## src/rtl/csa_521_ctrl_if.sv

```systemverilog
// csa_521_ctrl_if: requester, datapath and result-FIFO signals of the CSA issue controller
interface csa_521_ctrl_if;
  logic req0_valid, req1_valid, req0_ready, req1_ready;
  logic [25:0] req0_a0, req0_a1, req0_a2, req0_b0, req0_b1;
  logic [25:0] req1_a0, req1_a1, req1_a2, req1_b0, req1_b1;
  logic [25:0] dp_a0, dp_a1, dp_a2, dp_b0, dp_b1, dp_result;
  logic res_valid, res_ready, res_id;
  logic [25:0] res_data;
  modport slave (
    input req0_valid, req1_valid, req0_a0, req0_a1, req0_a2, req0_b0, req0_b1,
    input req1_a0, req1_a1, req1_a2, req1_b0, req1_b1, dp_result, res_ready,
    output req0_ready, req1_ready, dp_a0, dp_a1, dp_a2, dp_b0, dp_b1,
    output res_valid, res_id, res_data
  );
  modport master (
    output req0_valid, req1_valid, req0_a0, req0_a1, req0_a2, req0_b0, req0_b1,
    output req1_a0, req1_a1, req1_a2, req1_b0, req1_b1, dp_result, res_ready,
    input req0_ready, req1_ready, dp_a0, dp_a1, dp_a2, dp_b0, dp_b1,
    input res_valid, res_id, res_data
  );
endinterface

```

## src/rtl/csa_521_ctrl.sv

```systemverilog
// csa_521_ctrl: two-requester issue controller for a 5-input CSA datapath with credit-limited result FIFO (CSA_CTRL_RR_EN selects round-robin arbitration)
module csa_521_ctrl #(
  parameter int DEPTH = 4
) (
  input logic clk,
  input logic rst,
  csa_521_ctrl_if.slave bus
);
  localparam int AW = $clog2(DEPTH);
  localparam logic [5:0] LIM = 6'(DEPTH);
  logic [2:0] vld, id;
  logic [25:0] b0_hold, b1_hold;
  logic [26:0] mem [DEPTH];
  logic [AW-1:0] wp, rp;
  logic [AW:0] cnt;
  logic [5:0] occ;
  logic gnt, credit, issue, push, pop;
`ifdef CSA_CTRL_RR_EN
  logic last_grant;
`endif

  // arbitration, credit from queued plus in-flight results, and FIFO head presentation
  always_comb begin
    occ = 6'(cnt) + 6'(vld[0]) + 6'(vld[1]) + 6'(vld[2]);
    credit = !rst && occ < LIM;
`ifdef CSA_CTRL_RR_EN
    gnt = (bus.req0_valid && bus.req1_valid) ? !last_grant : !bus.req0_valid;
`else
    gnt = !bus.req0_valid;
`endif
    bus.req0_ready = credit && bus.req0_valid && !gnt;
    bus.req1_ready = credit && bus.req1_valid && gnt;
    issue = bus.req0_ready || bus.req1_ready;
    push = vld[2];
    bus.res_valid = cnt != '0;
    bus.res_id = bus.res_valid && mem[rp][26];
    bus.res_data = bus.res_valid ? mem[rp][25:0] : '0;
    pop = bus.res_valid && bus.res_ready;
  end

  // operand launch: A enters stage 0 at issue, B is held one cycle to meet the second datapath stage
  always_ff @(posedge clk or posedge rst) begin
    if (rst) begin
      vld <= '0;
      id <= '0;
      b0_hold <= '0;
      b1_hold <= '0;
      bus.dp_a0 <= '0;
      bus.dp_a1 <= '0;
      bus.dp_a2 <= '0;
      bus.dp_b0 <= '0;
      bus.dp_b1 <= '0;
    end else begin
      vld <= {vld[1:0], issue};
      id <= {id[1:0], gnt};
      if (issue) begin
        bus.dp_a0 <= gnt ? bus.req1_a0 : bus.req0_a0;
        bus.dp_a1 <= gnt ? bus.req1_a1 : bus.req0_a1;
        bus.dp_a2 <= gnt ? bus.req1_a2 : bus.req0_a2;
        b0_hold <= gnt ? bus.req1_b0 : bus.req0_b0;
        b1_hold <= gnt ? bus.req1_b1 : bus.req0_b1;
      end
      if (vld[0]) begin
        bus.dp_b0 <= b0_hold;
        bus.dp_b1 <= b1_hold;
      end
    end
  end

`ifdef CSA_CTRL_RR_EN
  // remember who won the last issue so the other requester goes next on contention
  always_ff @(posedge clk or posedge rst) begin
    if (rst) last_grant <= 1'b1;
    else if (issue) last_grant <= gnt;
  end
`endif

  // result FIFO pointers and occupancy
  always_ff @(posedge clk or posedge rst) begin
    if (rst) begin
      wp <= '0;
      rp <= '0;
      cnt <= '0;
    end else begin
      if (push) wp <= wp + AW'(1);
      if (pop) rp <= rp + AW'(1);
      if (push != pop) cnt <= push ? cnt + (AW+1)'(1) : cnt - (AW+1)'(1);
    end
  end

  // result FIFO storage: requester id alongside the unmodified datapath sum
  always_ff @(posedge clk) begin
    if (push) mem[wp] <= {id[2], bus.dp_result};
  end
endmodule

```

## src/flat_wrapper.sv

```systemverilog
// flat-port wrapper written by rule: the top's interface ports become plain ports
module csa_521_ctrl_flat 
#(
  parameter int DEPTH = 4
)
  (clk, rst, bus_req0_valid, bus_req1_valid, bus_req0_a0, bus_req0_a1, bus_req0_a2, bus_req0_b0, bus_req0_b1, bus_req1_a0, bus_req1_a1, bus_req1_a2, bus_req1_b0, bus_req1_b1, bus_dp_result, bus_res_ready, bus_req0_ready, bus_req1_ready, bus_dp_a0, bus_dp_a1, bus_dp_a2, bus_dp_b0, bus_dp_b1, bus_res_valid, bus_res_id, bus_res_data);
  csa_521_ctrl_if bus_i ();
  input logic clk;
  input logic rst;
  input wire logic [$bits(bus_i.req0_valid)-1:0] bus_req0_valid;
  input wire logic [$bits(bus_i.req1_valid)-1:0] bus_req1_valid;
  input wire logic [$bits(bus_i.req0_a0)-1:0] bus_req0_a0;
  input wire logic [$bits(bus_i.req0_a1)-1:0] bus_req0_a1;
  input wire logic [$bits(bus_i.req0_a2)-1:0] bus_req0_a2;
  input wire logic [$bits(bus_i.req0_b0)-1:0] bus_req0_b0;
  input wire logic [$bits(bus_i.req0_b1)-1:0] bus_req0_b1;
  input wire logic [$bits(bus_i.req1_a0)-1:0] bus_req1_a0;
  input wire logic [$bits(bus_i.req1_a1)-1:0] bus_req1_a1;
  input wire logic [$bits(bus_i.req1_a2)-1:0] bus_req1_a2;
  input wire logic [$bits(bus_i.req1_b0)-1:0] bus_req1_b0;
  input wire logic [$bits(bus_i.req1_b1)-1:0] bus_req1_b1;
  input wire logic [$bits(bus_i.dp_result)-1:0] bus_dp_result;
  input wire logic [$bits(bus_i.res_ready)-1:0] bus_res_ready;
  output wire logic [$bits(bus_i.req0_ready)-1:0] bus_req0_ready;
  output wire logic [$bits(bus_i.req1_ready)-1:0] bus_req1_ready;
  output wire logic [$bits(bus_i.dp_a0)-1:0] bus_dp_a0;
  output wire logic [$bits(bus_i.dp_a1)-1:0] bus_dp_a1;
  output wire logic [$bits(bus_i.dp_a2)-1:0] bus_dp_a2;
  output wire logic [$bits(bus_i.dp_b0)-1:0] bus_dp_b0;
  output wire logic [$bits(bus_i.dp_b1)-1:0] bus_dp_b1;
  output wire logic [$bits(bus_i.res_valid)-1:0] bus_res_valid;
  output wire logic [$bits(bus_i.res_id)-1:0] bus_res_id;
  output wire logic [$bits(bus_i.res_data)-1:0] bus_res_data;
  assign bus_i.req0_valid = bus_req0_valid;
  assign bus_i.req1_valid = bus_req1_valid;
  assign bus_i.req0_a0 = bus_req0_a0;
  assign bus_i.req0_a1 = bus_req0_a1;
  assign bus_i.req0_a2 = bus_req0_a2;
  assign bus_i.req0_b0 = bus_req0_b0;
  assign bus_i.req0_b1 = bus_req0_b1;
  assign bus_i.req1_a0 = bus_req1_a0;
  assign bus_i.req1_a1 = bus_req1_a1;
  assign bus_i.req1_a2 = bus_req1_a2;
  assign bus_i.req1_b0 = bus_req1_b0;
  assign bus_i.req1_b1 = bus_req1_b1;
  assign bus_i.dp_result = bus_dp_result;
  assign bus_i.res_ready = bus_res_ready;
  assign bus_req0_ready = bus_i.req0_ready;
  assign bus_req1_ready = bus_i.req1_ready;
  assign bus_dp_a0 = bus_i.dp_a0;
  assign bus_dp_a1 = bus_i.dp_a1;
  assign bus_dp_a2 = bus_i.dp_a2;
  assign bus_dp_b0 = bus_i.dp_b0;
  assign bus_dp_b1 = bus_i.dp_b1;
  assign bus_res_valid = bus_i.res_valid;
  assign bus_res_id = bus_i.res_id;
  assign bus_res_data = bus_i.res_data;
  csa_521_ctrl #(.DEPTH(DEPTH)) u_core (.clk(clk), .rst(rst), .bus(bus_i));
endmodule
```

## config.mk

```make
export PLATFORM = sky130hd
export DESIGN_NAME = csa_521_ctrl_flat
export DESIGN_NICKNAME = d
export VERILOG_FILES = /design/src/rtl/csa_521_ctrl_if.sv /design/src/rtl/csa_521_ctrl.sv /design/src/flat_wrapper.sv
export SDC_FILE = /design/constraint.sdc
export NUM_CORES = 1
export LEC_CHECK = 0
export ABC_CLOCK_PERIOD_IN_PS = 6300
export CAP_MARGIN = 15
export CORE_AREA = 2 2 177 179
export DETAILED_ROUTE_END_ITERATION = 8
export DIE_AREA = 0 0 179 181
export PLACE_DENSITY = 0.78
export SYNTH_ARGS = -nofsm -noshare
export SYNTH_HDL_FRONTEND = slang
export SYNTH_SLANG_ARGS = --single-unit
```

## constraint.sdc

```tcl
create_clock -name clk -period 6.3 [get_ports clk]
set_input_delay 1.26 -clock clk [delete_from_list [all_inputs] [get_ports clk]]
set_output_delay 1.26 -clock clk [all_outputs]
set_load 0.02 [all_outputs]
```

Word-level counts from Yosys, hierarchy flattened. Memories as Yosys holds them, arrays and structs flattened. Index checks and enable logic that the tools add are counted. W data, S select, Z words.

Bits in registers: 195. Logic and storage cells: 42. Memories: 1. RAM bits: 108.

Order comparisons: 1. Reductions and logical operators: 11. Equality and inequality tests: 1. Mux-type cells: 9. Add/subtract/negate cells: 7.

Memories: u_core.mem (depth 4, bits a word 27, rd ports 1, clocked after Yosys merged registers in 0, write ports 1, line csa_521_ctrl.sv:13) `logic [26:0] mem [DEPTH];`.

Operators by type and width (count): $mux W26 (6); $add A6 B1 Y6 (2); $logic_and A1 B1 Y1 (7); $lt A6 B3 Y1 const B (1); $add A2 B1 Y2 const B (2); $add A3 B1 Y4 (1); $add A3 B1 Y3 const B (1); $mux W3 (1); $reduce_bool A3 Y1 (1); $sub A3 B1 Y3 const B (1); $logic_not A1 Y1 (2); $mux W1 (2); $logic_or A1 B1 Y1 (1); $ne A1 B1 Y1 (1).

Logic depth before layout (Yosys ltp). Gate-level depths: netlist of run 1.

Word-level depth: 8. Depth in mapped cells: 8. Gate-level depth less buffers: 6.

Least setup slack after synthesis of run 1. No wires, ideal clock.

Path kind: in2out. Start: input port rst. End: output port bus_req1_ready. Path slack: 0.146 ns. Stages: 3. Required time: 5.040 ns. Buffers on the path: 0. Arrival: 4.894 ns. Path through: inv_2 -> o21ai_1 -> nor4b_1.

Word-level cells in the longest chain between the ends: 4.

RTL lines: start: declaration (line flat_wrapper.sv:9) `input logic rst;`; $logic_not A1 Y1 (line csa_521_ctrl.sv:25) `credit = !rst && occ < LIM;`; $logic_and A1 B1 Y1 (line csa_521_ctrl.sv:25); $logic_and A1 B1 Y1 (2 in a row) (line csa_521_ctrl.sv:32) `bus.req1_ready = credit && bus.req1_valid && gnt;`; end: declaration (line flat_wrapper.sv:25) `output wire logic [$bits(bus_i.req1_ready)-1:0] bus_req1_ready;`.

Every way passes these cells.

Worst setup path in the final report of run 1. Same ends and word-level chain as after synthesis.

==> results of run 1 <==
[layer usage]
| layer | share of wire | routed length [microns] | track usage |
|---|---|---|---|
| met1 | 0.36 | 13400 | 0.267 |
| met4 | 0.036 | 1360 | 0.100 |
| met3 | 0.11 | 3940 | 0.0968 |
| met5 | 0.0018 | 69 | 0 |
| met2 | 0.50 | 18600 | 0.376 |
[worst reg2reg max path, cell delays in order, from the launching register on]
cell and delay (ns):
dfrtp_1 0.43, ha_1 0.32, ha_1 0.27, a21oi_1 0.19
o21ai_1 0.15, nor3_4 0.68, buf_12 0.48, mux2_2 0.47
[stage by stage]
step                power (mW)  cells  setup WS [ns]  hold slack, ns
finish                    8.86   1645           1.35           0.349
detailed placement        7.18   1577           1.34           0.337
global placement          7.10   1577           1.33           0.337
global route              9.29   1644           1.17           0.364
CTS                       8.95   1633           1.33           0.351
floorplan                 5.47    764          0.146           0.331
[registers in the layout, indices dropped and copies added (netlist names)]
| name | flops |
|---|---|
| u_core.b0_hold | 26 |
| u_core.b1_hold | 26 |
| u_core.bus.dp_a0 | 26 |
| u_core.bus.dp_a1 | 26 |
| u_core.bus.dp_a2 | 26 |
| u_core.bus.dp_b0 | 26 |
| u_core.bus.dp_b1 | 26 |
| u_core.cnt | 3 |
| u_core.id | 3 |
| u_core.mem | 108 |
| u_core.rp | 2 |
| u_core.vld | 3 |
| u_core.wp | 2 |
[final cells by class]
| cell class | count | share of cell area |
|---|---|---|
| clock inverters | 10 | 0.00221 |
| diodes | 12 | 0.00156 |
| repair buffers | 464 | 0.241 |
| well taps | 396 | 0.0258 |
| multi-input cells | 408 | 0.258 |
| flip-flops and latches | 303 | 0.423 |
| inverters | 6 | 0.00156 |
| clock buffers | 46 | 0.0475 |
[cells in the final DEF, fill, tap and decap left out, types with 6 or more instances in the layout]
master           instances
clkinv_1                 6
mux4_2                  27
clkbuf_16               31
ha_1                     7
clkbuf_8                 8
diode_2                 12
and2_1                  31
dfrtp_1                193
clkbuf_1                 7
mux2_2                 223
clkdlybuf4s50_1        449
edfxtp_1               108
mux2_4                  89
buf_4                   14
[kinds of logic (layout without fill, tap and decap cells)]
group | count (synthesis) | after routing | share of synthesized area
muxes | 339 | 339 | 0.331
DFF | 303 | 303 | 0.603
buffers and inverters | 53 | 526 | 0.0295
and+or+nand+nor | 44 | 44 | 0.0199
AOI/OAI and AO/OA | 12 | 12 | 0.00567
adders and majority gates | 8 | 8 | 0.00799
xor gates and xnor gates | 5 | 5 | 0.00325
other | 0 | 12 | 0
[power groups by stage]
stage               sequential [mW]  clock, mW  combinational [mW]
finish                         3.22       1.71                3.93
global route                   3.32       1.83                4.14
CTS                            3.23       1.75                3.97
detailed placement             3.23          0                3.95
global placement               3.21          0                3.89
floorplan                      3.61          0                1.85
[path summary, 6_finish.rpt]
kind	startpoint	to	slack, ns	cells after the start
setup / recovery	rst	bus_req1_ready	1.35	5
hold / removal	u_core.id[1]$_DFF_PP0_	u_core.id[2]$_DFF_PP0_	0.35	0
setup reg to reg	u_core.cnt[0]$_DFFE_PP0P_	u_core.b1_hold[10]$_DFFE_PP0P_	3.19	7
hold reg to reg	u_core.id[1]$_DFF_PP0_	u_core.id[2]$_DFF_PP0_	0.35	0
max in group asynchronous	rst	u_core.b1_hold[6]$_DFFE_PP0P_	3.12	4
min in group asynchronous	rst	u_core.bus.dp_a1[14]$_DFFE_PP0P_	1.18	2
==> run summary, run 1 <==
Total Routing Usage GR: 0.232
Post-Route Skew: 0.00647 ns
Detail Placement HPWL: 27400 microns
Final min period: 4.95 ns
CTS sink count: 303
Ports: 451
Mean routed wirelength per cell: 22.7 microns
Area leader, netlist: dfrtp_1
RSZ-0062 raised after global routing: false
Slowest library cell on the worst path: clkdlybuf4s50_1
Post-CTS setup buffers: 0
Clock root buffer: clkbuf_16
Worst VDD drop: 315 uV
Worst path required time: 5.04 ns
WP data arrival: 3.69 ns
Final Max Tran Viols: 0
P_sw: 2.91 mW
DR iter-0 viols: 410
Longest Clk Path Bufs: 3
Sw frac: 0.328
Multi-input combinational cell area: 0.00495 sq mm
Die Area: 0.0324 sq mm
Critical path startpoint category: input port
Comb power frac: 0.443
Worst-path cell chain: clkdlybuf4s50_1 -> inv_8 -> o21ai_1 -> nor4b_1 -> clkdlybuf4s50_1
Top-area cell type share of the netlist area: 0.362
# setup viols final: 0
Syn Inst Count: 764
Layout cells sized above 1: 0.325
Main area contributors after synthesis: dfrtp_1 (36%), edfxtp_1 (24%), mux2_2 (19%)
Reg power frac: 0.363
Grt ovf: 0
Mapped Nets: 1063
CP bufs+invs: 3
Leakage dissipation: 7.49 nW
Die H: 181 microns
ANT nets after route: 0
Cell Pwr Density: 462 mW/mm^2
TritonCTS Buffers: 31
Final wirelength: 37400 microns
First-pass DRT Iterations: 4
Htree depth: 1
Most frequent cell after synthesis: mux2_2
Post-Syn Area: 0.0135 sq mm
Worst Max-Slew Pin Slew: 1.00 ns
Largest net degree at the start of global routing: 74
# rows: 64
Clock-pin slew on the worst setup and hold paths: 0.06 ns
Vias in the first global route: 9212
Clock power share: 0.193
Synth-to-Final Area Change: 42.6%
CTS Hold Buffers Added: 0
CP most frequent cell: clkdlybuf4s50_1
Register area share after synthesis: 0.603
I/O Buffers: 450
CP top delay family: buffers and inverters
CORE AREA: 0.0303 sq mm
DRC viols: 0
Post-synthesis cell type count: 31
Async SR Flop Fraction: 0.644
Initial antenna violation count: 18
Final instance area: 0.0192 sq mm
Post-synth top cells: mux2_2 (223), dfrtp_1 (195), edfxtp_1 (108), mux2_4 (89), and2_1 (31)
P_int: 5.95 mW
Achievable frequency: 202 MHz
Final hold vios: 0
Die Wd: 179 microns
Initial Util: 0.444
Final nets: 1513
Ys Warns: 0
Status: finished clean
Max-Cap Viols: 0
Area after DPL: 0.0182 sq mm
Headroom to the max-slew limit: 0.333
Placer Congestion: 0.873
#FFs+latches synth: 303
Fill count: 2272
DR vias: 8318
Commonest register cell after synthesis: dfrtp_1
Syn Area/Cell: 17.6 sq um
Worst-path maximum fanout: 72
Vias per std cell: 5.06
Class of the worst hold path: register to register
Final Cycle Share: 0.786
Number of flops mapped to enable cells by yosys: 108
Post-CTS sizing: 0
CP endpoint kind: output port
Worst-Skew Late Latency: 0.54 ns
First-pass GRT wire length: 55900 microns
TNS Setup: 0 ns
TritonCTS clock tree: yes
Crit Path Class: input port to output port
Core Util, Final: 0.633
Worst path max stage delay: 0.72 ns
Seq. cell area: 0.00813 sq mm
(Power assumes the default switching activity.)
==> run 2, diff against run 1 <==
- ABC_CLOCK_PERIOD_IN_PS: 6300 -> 4500
- CORE_AREA: 2 2 177 179 -> 2 2 183 185
- DIE_AREA: 0 0 179 181 -> 0 0 185 187
- PLACE_DENSITY: 0.78 -> 0.76
- clock period: 6.3 -> 4.5 ns (I/O delays scaled with it)
==> run summary, run 2 (synthesized netlist as in run 1, its figures left out) <==
Grt ovf: 0 (unchanged)
Multi-input combinational cell area: 0.00495 sq mm (about the same)
Clock-pin slew on the worst setup and hold paths: 0.06 ns (about the same)
Mean routed wirelength per cell: 21.4 microns (-6.0%)
Hold path cells: 0 (unchanged)
Worst Max-Slew Pin Slew: 1.04 ns (+0.0375 ns)
CTS sink count: 303 (unchanged)
Critical path startpoint category: register
Placer Congestion: 0.828 (-5.1%)
Htree depth: 2 (+1)
Worst-Skew Late Latency: 0.50 ns (-0.04 ns)
Crit Path Class: register to output port
Die H: 187 microns (+3.3%)
Worst VDD drop: 371 uV (+18%)
CORE AREA: 0.0329 sq mm (+8.3%)
CP endpoint kind: output port
First-pass DRT Iterations: 4 (unchanged)
# setup viols final: 0 (unchanged)
Leakage dissipation: 7.55 nW (+0.77%)
Headroom to the max-slew limit: 0.308 (-0.0250)
Post-CTS setup buffers: 0 (unchanged)
Reg2Reg Capture Point: u_core.b1_hold[6]$_DFFE_PP0P_
Worst R2R Setup Slack: 1.71 ns (-1.48 ns)
Most frequent cells in the layout: clkdlybuf4s50_1 (449), mux2_2 (223), dfrtp_1 (193)
RSZ-0062 raised after global routing: false
Layout cells sized above 1: 0.328 (+0.00270)
Worst path required time: 3.60 ns (-1.44 ns)
ANT nets after route: 0 (unchanged)
Final wirelength: 36200 microns (-3.2%)
Detail Placement HPWL: 26000 microns (-4.9%)
Initial Util: 0.410 (-0.0339)
Total Routing Usage GR: 0.209 (-0.0229)
Synth-to-Final Area Change: 44.0%
CTS Hold Buffers Added: 0 (unchanged)
First-pass GRT wire length: 54300 microns (-3.0%)
DR iter-0 viols: 379 (-7.6%)
Seq. cell area: 0.00813 sq mm (unchanged)
Max reg flops: 108 (unchanged)
# rows: 67 (+4.7%)
Final nets: 1514 (+0.066%)
Final hold vios: 0 (unchanged)
Status: finished clean
Largest net degree at the start of global routing: 196 (+160%)
Cell Pwr Density: 652 mW/mm^2 (+41%)
Fill count: 2590 (+14%)
Worst-path maximum fanout: 4 (-94%)
Die Area: 0.0346 sq mm (+6.8%)
Post-Route Skew: 0.0175 ns (+0.0111 ns)
DR vias: 8183 (-1.6%)
Final Cycle Share: 0.850
Worst reg2reg path depth: 7 (unchanged)
Achievable frequency: 262 MHz
Class of the worst hold path: register to register
RR Startpoint: u_core.cnt[0]$_DFFE_PP0P_
Max-Cap Viols: 0 (unchanged)
Most common cell after layout, fill and taps aside: clkdlybuf4s50_1
Most flops, register: u_core.mem
TNS Setup: 0 ns (unchanged)
Hold endpoint: u_core.id[2]$_DFF_PP0_
Area after DPL: 0.0183 sq mm (+0.44%)
TritonCTS Buffers: 34 (+9.7%)
Final instance area: 0.0194 sq mm (+0.98%)
Vias in the first global route: 9086 (-1.4%)
Post-CTS sizing: 0 (unchanged)
Hold Crit Start: u_core.id[1]$_DFF_PP0_
Final min period: 3.82 ns
WP data arrival: 2.92 ns (-0.77 ns)
Ports: 451 (unchanged)
Vias per std cell: 4.83 (-4.5%)
I/O Buffers: 450 (unchanged)
TritonCTS clock tree: yes
Clock root buffer: clkbuf_16
Initial antenna violation count: 10 (-8)
Final Max Tran Viols: 0 (unchanged)
DRC viols: 0 (unchanged)
Longest Clk Path Bufs: 3 (unchanged)
Die Wd: 185 microns (+3.4%)
## run 2: how the worst max path moves through the flow
stage	slack (ns)	depth (start not counted)	start	endpoint
after floorplan	0.12	3	rst	bus_req1_ready
after global placement	1.0	5	rst	bus_req1_ready
after detailed placement	0.92	5	rst	bus_req1_ready
after CTS	0.68	6	u_core.cnt[0]$_DFFE_PP0P_	bus_req1_ready
after global routing	0.56	6	u_core.cnt[0]$_DFFE_PP0P_	bus_req1_ready
final	0.68	6	u_core.cnt[0]$_DFFE_PP0P_	bus_req1_ready
## run 2: worst max-delay path: stages, from the launching register on
cell	delay [ns]
dfrtp_1	0.43
ha_1	0.31
ha_1	0.27
a21oi_1	0.19
o21ai_1	0.16
nor4b_1	0.33
clkdlybuf4s50_1	0.73
## run 2: area by class of cell
type                            instances  area share
Inverter                                6     0.00155
Timing Repair Buffer                  462       0.239
Clock inverter                         12     0.00568
Multi-Input combinational cell        408       0.255
Tap cell                              448      0.0289
Antenna cell                            7    0.000903
Sequential cell                       303       0.419
Clock buffer                           48      0.0497
## run 2: where the power goes
group          internal [mW]  switching, mW  total, mW
Combinational           3.10           2.42       5.52
Sequential              3.86          0.571       4.44
Clock                   1.61           1.07       2.68
Total                   8.58           4.06       12.6
## run 2: routing by layer
metal | vias up | global-route usage | share of wire
li1 | 3725 | - | -
met1 | 4102 | 0.243 | 0.38
met2 | 289 | 0.344 | 0.50
met3 | 59 | 0.0888 | 0.10
met4 | 8 | 0.0748 | 0.025
met5 | - | 0 | 0.0015
## run 2: per-stage QoR
stage	instances	worst slack (ns)	hold WS, ns	utilization	power, mW
after floorplan	764	0.122	0.331	-	7.65
after global placement	1627	0.998	0.335	0.557	9.90
after detailed placement	1627	0.922	0.342	0.557	10.0
after CTS	1687	0.677	0.356	0.590	12.8
after global routing	1693	0.562	0.360	0.590	13.3
final	1694	0.677	0.350	0.590	12.6
==> run 3, diff against run 2 <==
- ABC_CLOCK_PERIOD_IN_PS: 4500 -> 3400
- clock period: 4.5 -> 3.4 ns (I/O delays scaled with it)
==> run summary, run 3 (synthesized netlist as in run 1, its figures left out) <==
Status: finished clean
Most frequent cells in the layout: clkdlybuf4s50_1 (447), mux2_2 (223), dfrtp_1 (193)
# rows: 67 (unchanged)
Hold path cells: 0 (unchanged)
Cell Pwr Density: 863 mW/mm^2 (+32%)
Most common cell after layout, fill and taps aside: clkdlybuf4s50_1
Clock root buffer: clkbuf_16
Ports: 451 (unchanged)
CTS sink count: 303 (unchanged)
DR iter-0 viols: 336 (-11%)
Final hold vios: 0 (unchanged)
CP endpoint kind: output port
Sw frac: 0.326 (+0.00432)
Class of the worst hold path: register to register
Vias in the first global route: 9151 (+0.72%)
Htree depth: 2 (unchanged)
Largest net degree at the start of global routing: 146 (-26%)
First-pass GRT wire length: 54900 microns (+1.1%)
Crit Path Class: register to output port
# setup viols final: 0 (unchanged)
Worst path required time: 2.72 ns (-0.88 ns)
ANT nets after route: 0 (unchanged)
WHS: 0.348 ns (-0.00180 ns)
Final instance area: 0.0195 sq mm (+0.72%)
Achievable frequency: 315 MHz
CORE AREA: 0.0329 sq mm (unchanged)
Final Cycle Share: 0.933
Worst-path maximum fanout: 26 (+22)
Longest Clk Path Bufs: 3 (unchanged)
Final min period: 3.17 ns
Detail Placement HPWL: 26600 microns (+2.1%)
RR Startpoint: u_core.cnt[0]$_DFFE_PP0P_
Post-Route Skew: 0.0174 ns (-0.0000871 ns)
Headroom to the max-slew limit: 0.396 (+0.0881)
TritonCTS Buffers: 35 (+2.9%)
Clock-pin slew on the worst setup and hold paths: 0.06 ns (about the same)
DR vias: 8212 (+0.35%)
Die H: 187 microns (unchanged)
Critical path startpoint category: register
First-pass DRT Iterations: 4 (unchanged)
Total Routing Usage GR: 0.212 (+0.00328)
Worst Max-Slew Pin Slew: 0.906 ns (-0.132 ns)
Worst reg2reg path depth: 8 (+1)
Final nets: 1521 (+0.46%)
Worst R2R Setup Slack: 0.82 ns (-0.89 ns)
TNS Setup: 0 ns (unchanged)
P_int: 11.4 mW (+33%)
Hold Crit Start: u_core.id[1]$_DFF_PP0_
Die Area: 0.0346 sq mm (unchanged)
Placer Congestion: 0.787 (-5.0%)
Max reg flops: 108 (unchanged)
Initial antenna violation count: 11 (+1)
Worst-Skew Late Latency: 0.51 ns (about the same)
Grt ovf: 0 (unchanged)
DRC viols: 0 (unchanged)
Max-Cap Viols: 0 (unchanged)
Vias per std cell: 4.82 (-0.12%)
Reg2Reg Capture Point: u_core.b1_hold[4]$_DFFE_PP0P_
Die Wd: 185 microns (unchanged)
Final Max Tran Viols: 0 (unchanged)
WP data arrival: 2.49 ns (-0.43 ns)
Core Util, Final: 0.594 (+0.00426)
P_sw: 5.49 mW (+35%)
I/O Buffers: 450 (unchanged)
Layout cells sized above 1: 0.334 (+0.00645)
Leakage dissipation: 7.62 nW (+0.99%)
Reg power frac: 0.345 (-0.006)
Final wirelength: 36400 microns (+0.41%)
Clock power share: 0.213 (about the same)
Area after DPL: 0.0184 sq mm (+0.57%)
Fill count: 2615 (+0.97%)
Mean routed wirelength per cell: 21.4 microns (about the same)
Tot Pwr: 16.9 mW (+33%)
Most flops, register: u_core.mem
TritonCTS clock tree: yes
Hold endpoint: u_core.id[2]$_DFF_PP0_
Comb power frac: 0.441 (+0.004)
RSZ-0062 raised after global routing: false
Initial Util: 0.410 (unchanged)
Worst VDD drop: 531 uV (+43%)
Synth-to-Final Area Change: 45.0%
run 3: cell count changes in the layout (fill, tap and decap cells not counted), moves of 2 or more:
| cell | change |
|---|---|
| clkinv_4 | +2 |
| buf_12 | +5 |
| buf_4 | +2 |
| clkdlybuf4s50_1 | -2 |
| clkbuf_1 | -2 |
run 3: final cells by class:
class	instances	area (sq um)	area share
multi-input cells	408	4950	0.253
clock buffers	46	957	0.0490
inverters	6	30.0	0.00154
clock inverters	17	158	0.00807
well taps	448	561	0.0287
diodes	6	15.0	0.000769
flip-flops and latches	303	8130	0.416
repair buffers	468	4740	0.243
run 3: worst max path at each step:
stage | from | end | slack [ns] | cells past startpoint
after global placement | rst | bus_req1_ready | 0.40 | 5
after detailed placement | rst | bus_req1_ready | 0.38 | 5
after floorplan | rst | bus_req1_ready | 0.19 | 3
after CTS | u_core.rp[0]$_DFFE_PP0P_ | bus_res_data[10] | 0.17 | 4
final | u_core.rp[0]$_DFFE_PP0P_ | bus_res_data[14] | 0.23 | 4
after global routing | u_core.rp[0]$_DFFE_PP0P_ | bus_res_data[10] | 0.11 | 4
run 3: critical path, stage by stage, from the launching register on:
cell and delay [ns]:
dfrtp_2 0.45, buf_12 0.25, mux4_2 0.52, and2_1 0.19, clkdlybuf4s50_1 0.56
run 3: power by group through the flow:
stage	clock [mW]	combinational (mW)	sequential (mW)
2_1_floorplan	0	3.43	6.70
3_3_place_gp	0	7.40	5.82
3_5_place_dp	0	7.50	5.84
4_1_cts	3.67	7.52	5.83
5_1_grt	3.85	7.85	5.99
6_report	3.60	7.44	5.82
run 3: layer usage:
layer | track usage | wire length (microns) | share of wire | vias to the layer above
met4 | 0.0626 | 787 | 0.022 | 8
met2 | 0.350 | 18200 | 0.50 | 290
met1 | 0.249 | 13600 | 0.37 | 4113
li1 | - | - | - | 3743
met5 | 0 | 50 | 0.0014 | -
met3 | 0.0935 | 3730 | 0.10 | 58
run 3: per-stage QoR:
stage                     setup slack [ns]  instances
after floorplan                      0.192        764
after global routing                 0.107       1702
after global placement               0.403       1633
after detailed placement             0.376       1633
final                                0.227       1702
after CTS                            0.174       1696
run 3: what timing repair did:
action | 4_1_cts | 5_1_grt
setup endpoints to repair | 1 | 0
hold buffers | 0 | 0
setup buffers | 0 | 0
gates resized for setup | 1 | 0
==> RTL change 1: new RTL, config.mk and constraints of run 2 <==
`DEPTH` is set to 4 in 2 places; all go to 8.
--- a/src/rtl/csa_521_ctrl.sv
+++ b/src/rtl/csa_521_ctrl.sv
@@ -2,3 +2,3 @@
 module csa_521_ctrl #(
-  parameter int DEPTH = 4
+  parameter int DEPTH = 8
 ) (
--- a/src/flat_wrapper.sv
+++ b/src/flat_wrapper.sv
@@ -3,3 +3,3 @@
 #(
-  parameter int DEPTH = 4
+  parameter int DEPTH = 8
 )
Formal check against the unedited RTL: not equivalent (a bounded check fails within 10 cycles, from zero or initial values and one cycle with rst high).
==> RTL change 1 against run 2 <==
Register-to-register slack got worse by 0.11 ns; largest power group unchanged; power rose by 23%; highest routed layer is now met4; cell area rose by 24%; sequential cell count rose by 111; cell count rose by 12%; synthesized area rose by 32%; setup slack got worse by 0.0043 ns; routed wire length rose by 19%.
==> RTL change 1: results <==
[clock_tree]
path_clk_slew_ns = 0.06
clk_latency_ns = 0.53
cts_resized = 0
cts_root_buf = clkbuf_16
post_cts_buffers = 0
cts-buffers-inserted = 41
cts_buffer_depth = 3
cts_htree_levels = 2

[logic_synthesis]
synth_common_cells = mux2_2 (226), edfxtp_1 (216), dfrtp_1 (198)
syn-num-nets = 1245
synth_edf_count = 216
synth_cell_types = 35
ys_seq_area_share_pct = 64.50
synth_compound_area_share_pct = 0.5008
synth-main-ff-cell = edfxtp_1
async_flop_share_pct = 47.83
synth_fa_ha_area_share_pct = 0.6067
synthTopCellsByArea = edfxtp_1 (37%), dfrtp_1 (28%), mux2_2 (14%), mux2_4 (7.5%), mux4_2 (6.9%)
synth_xor_area_share_pct = 0.4444
yosysWarnings = 0
synthMuxAreaShare_pct = 30.26

[setup_path]
rrSetupSlack_ns = 1.60
cp.arrival_ns = 2.93
rr_worst_depth = 7
critPathMaxFanout = 24

[placement]
gp_congestion = 0.7899
dpl.hpwl_um = 29520
portBuffers = 450
pre_cts_slack_ns = 0.7911
dpl-instance-area_um2 = 22670

[drt]
dr.pass1.iters = 4
drt-initial-drc-count = 449
vias = 9997
routedWlPerCell_um = 22.80

[finish]
nNetsFinal = 1705
fillers = 2111
regMostFlops = u_core.mem
largest_reg_flops = 216
layout-drive-gt1-share_pct = 32.61

[min_path]
whs_path_depth = 0
min_path_type = register to register

[sta]
max-slew-margin-rel_pct = 32.06
period_minus_slack_ns = 3.827
holdWs_ns = 0.3500
clock_skew_ns = 0.01944

[power_and_ir_drop]
p_leak_nw = 9.072
ir_drop_uv = 311.0

[global_routing]
grt_max_degree = 119
grt_usage_pct = 25.28
grt_pass1_wl_um = 65230
grt_overflow = 0
grt_pass1_vias = 10790
antenna_found_initial = 3

[run_status]
status = complete, no violations
## RTL change 1: cell types whose count changed in the layout (fill, tap and decap cells not counted), moves of 4 or more
cell       change
buf_4          +8
nor2_1        +26
nor2_2         +6
clkbuf_16      +6
and2_1        -30
xnor2_1        +4
edfxtp_1     +108
mux2i_1       +27
mux4_2        +27
## RTL change 1: where the power goes
| part | leakage [nW] | internal [mW] | switching, mW |
|---|---|---|---|
| sequential | 4.28 | 5.07 | 0.745 |
| combinational | 4.15 | 3.54 | 2.83 |
| clock | 0.640 | 1.94 | 1.40 |
| total | 9.07 | 10.5 | 4.98 |
## RTL change 1: logic make-up (layout without fill, tap and decap cells)
group,after synthesis,count (layout)
AO/OA/AOI/OAI,9,9
multiplexers,396,396
adder cells (fa/ha/maj),8,8
flip-flops,414,414
XOR/XNOR,9,9
AND/OR/NAND/NOR,51,51
other,0,4
buffers and inverters,59,551
## RTL change 1: worst paths after layout
| path | start | to |
|---|---|---|
| max | u_core.rp[0] | bus_res_data[14] |
| min | u_core.id[0] | u_core.id[1] |
| max reg2reg | u_core.cnt[0] | u_core.b0_hold[15] |
| min reg2reg | u_core.id[0] | u_core.id[1] |
| max in group asynchronous | rst | u_core.bus.dp_b1[3] |
| min in group asynchronous | rst | u_core.id[1] |
## RTL change 1: final cells by class
cell class                 count  area, µm²  share of cell area, %
antenna                        4      10.01                0.04172
clock inverter                18      176.4                 0.7353
clock buffer                  57       1136                  4.735
multi-input combinational    473       5911                  24.63
tap                          448      560.5                  2.336
sequential                   414      11450                  47.71
timing repair buffer         472       4733                  19.73
inverter                       4      18.77                0.07822
## RTL change 1: critical path, stage by stage (launching register included)
cell	delay (ns)
dfrtp_4	0.74
buf_4	0.33
mux4_2	0.54
mux2i_1	0.14
nor2_1	0.07
clkdlybuf4s50_1	0.57
## RTL change 1: metal layers
| metal | routed length [µm] | GRT usage [%] |
|---|---|---|
| met3 | 3579 | 8.139 |
| met4 | 1233 | 7.601 |
| met2 | 21430 | 41.62 |
| met1 | 16840 | 32.13 |
| met5 | 0 | 0 |
## RTL change 1: through the flow
| step | std cells | util, % |
|---|---|---|
| finish | 1890 | 73.02 |
| global route | 1888 | 73.00 |
| CTS | 1886 | 72.99 |
| detailed placement | 1811 | 68.99 |
| global placement | 1811 | 68.99 |
| floorplan | 946 | - |
==> RTL change 2: new RTL, config.mk and constraints of run 2 <==
Made on the original files. Add a define of `CSA_CTRL_RR_EN`.
--- a/src/rtl/csa_521_ctrl.sv
+++ b/src/rtl/csa_521_ctrl.sv
@@ -1,2 +1,4 @@
 // csa_521_ctrl: two-requester issue controller for a 5-input CSA datapath with credit-limited result FIFO (CSA_CTRL_RR_EN selects round-robin arbitration)
+`define CSA_CTRL_RR_EN
+
 module csa_521_ctrl #(
Behaviour: not the same (Yosys sat finds a counterexample within 4 cycles, from zero or initial values and one cycle with rst high).
==> RTL change 2 against run 2 <==
Power increased by 1.3%; setup slack got worse by 0.14 ns; clock power decreased by 4%; cell area about the same; critical path depth increased by 1; sequential cell count increased by 1; synthesized area increased by 0.44%; fmax decreased by 3.5%; routed wire length increased by 1.3%; clock skew decreased by 0.0050 ns; sequential power increased by 1%; hold slack got worse by 0.0074 ns; die area unchanged; largest power group unchanged.
==> RTL change 2: results <==
[logic_synthesis]
synth_common_cells = mux2_2 (223), dfrtp_1 (195), edfxtp_1 (108)
yosysWarnings = 0
yosysTopAreaCellShare_pct = 36.06
syn_inst = 769
synthTopCellsByArea = dfrtp_1 (36%), edfxtp_1 (24%), mux2_2 (19%), mux2_4 (9.9%), mux4_2 (4.5%)
async_flop_share_pct = 64.47
syn-num-nets = 1068
synth_cell_types = 33
ys_seq_area_share_pct = 60.23

[drt]
viasPerCell = 4.916
vias = 8343
wl_um = 36660
drt-initial-drc-count = 469

[finish]
nNetsFinal = 1524
layout-drive-gt1-share_pct = 32.85

[power_and_ir_drop]
switching_share_pct = 32.59
ir_drop_uv = 414.7
comb_power_share_pct = 44.9
p_leak_nw = 7.557

[sta]
clock_skew_ns = 0.01251
period_share_pct = 88.05
max-slew-margin-rel_pct = 25.50

[clock_tree]
cts_htree_levels = 2
path_clk_slew_ns = 0.06
post_cts_buffers = 0
cts_buffer_depth = 3

[setup_path]
rrSetupSlack_ns = 1.72

[placement]
portBuffers = 450
pre_cts_slack_ns = 0.8854
dpl.hpwl_um = 26310
gp_congestion = 0.8186
placedCellCount = 1637

[global_routing]
antenna_found_initial = 12
grt_max_degree = 108
grt_usage_pct = 21.37
grt_pass1_vias = 9380
grt_pass1_wl_um = 55880

[min_path]
min_path_type = register to register

[run_status]
status = complete, no violations
## RTL change 2: critical path, cell delays in order (launching register included)
cell	delay (ns)
dfrtp_1	0.43
ha_1	0.32
ha_1	0.27
a21oi_1	0.18
o21ai_1	0.17
or2_2	0.34
nor2_1	0.14
clkdlybuf4s50_1	0.72
## RTL change 2: path summary, 6_finish.rpt
path / from / endpoint / cells past startpoint
max in group asynchronous: rst / u_core.bus.dp_a1[11] / 4
worst min-delay path: u_core.id[1] / u_core.id[2] / 0
worst max-delay path: u_core.cnt[0] / bus_req0_ready / 7
worst max register to register: u_core.cnt[0] / u_core.bus.dp_a0[2] / 7
min in group asynchronous: rst / u_core.b1_hold[3] / 3
worst min register to register: u_core.id[1] / u_core.id[2] / 0
## RTL change 2: cell families after synthesis
group | share of synthesized area [%]
simple gates | 2.062
compound gates | 0.6936
xor+xnor | 0.3237
flops | 60.23
buf+inv | 2.968
mux | 32.93
fa+ha+maj | 0.7952
## RTL change 2: layer usage
layer | GRT usage [%] | share of wire (%) | up-vias
li1 | - | - | 3753
met4 | 7.998 | 3.0 | 10
met5 | 0 | 0.19 | -
met1 | 24.65 | 37 | 4214
met2 | 36.20 | 51 | 298
met3 | 7.827 | 8.6 | 68
## RTL change 2: power by group through the flow
stage / Sequential, mW / Combinational (mW) / Clock [mW]
4_1_cts: 4.50 / 5.82 / 2.63
2_1_floorplan: 5.09 / 2.79 / 0
3_3_place_gp: 4.49 / 5.72 / 0
5_1_grt: 4.63 / 6.07 / 2.75
6_report: 4.49 / 5.74 / 2.57
3_5_place_dp: 4.51 / 5.79 / 0
## RTL change 2: metrics by stage
step	hold WS (ns)	utilization, %	area, µm²
floorplan	0.3312	-	13550
global placement	0.3329	55.92	18380
detailed placement	0.3347	55.92	18380
CTS	0.3430	58.98	19380
global route	0.3628	59.04	19400
finish	0.3424	59.04	19400
## RTL change 2: final cells by class
| cell class | count | area, µm² |
|---|---|---|
| antenna | 7 | 17.52 |
| clock buffer | 44 | 929.6 |
| clock inverter | 9 | 75.07 |
| fill | 2602 | 13460 |
| inverter | 6 | 26.28 |
| multi-input combinational | 413 | 4990 |
| sequential | 304 | 8152 |
| tap | 448 | 560.5 |
| timing repair buffer | 466 | 4649 |
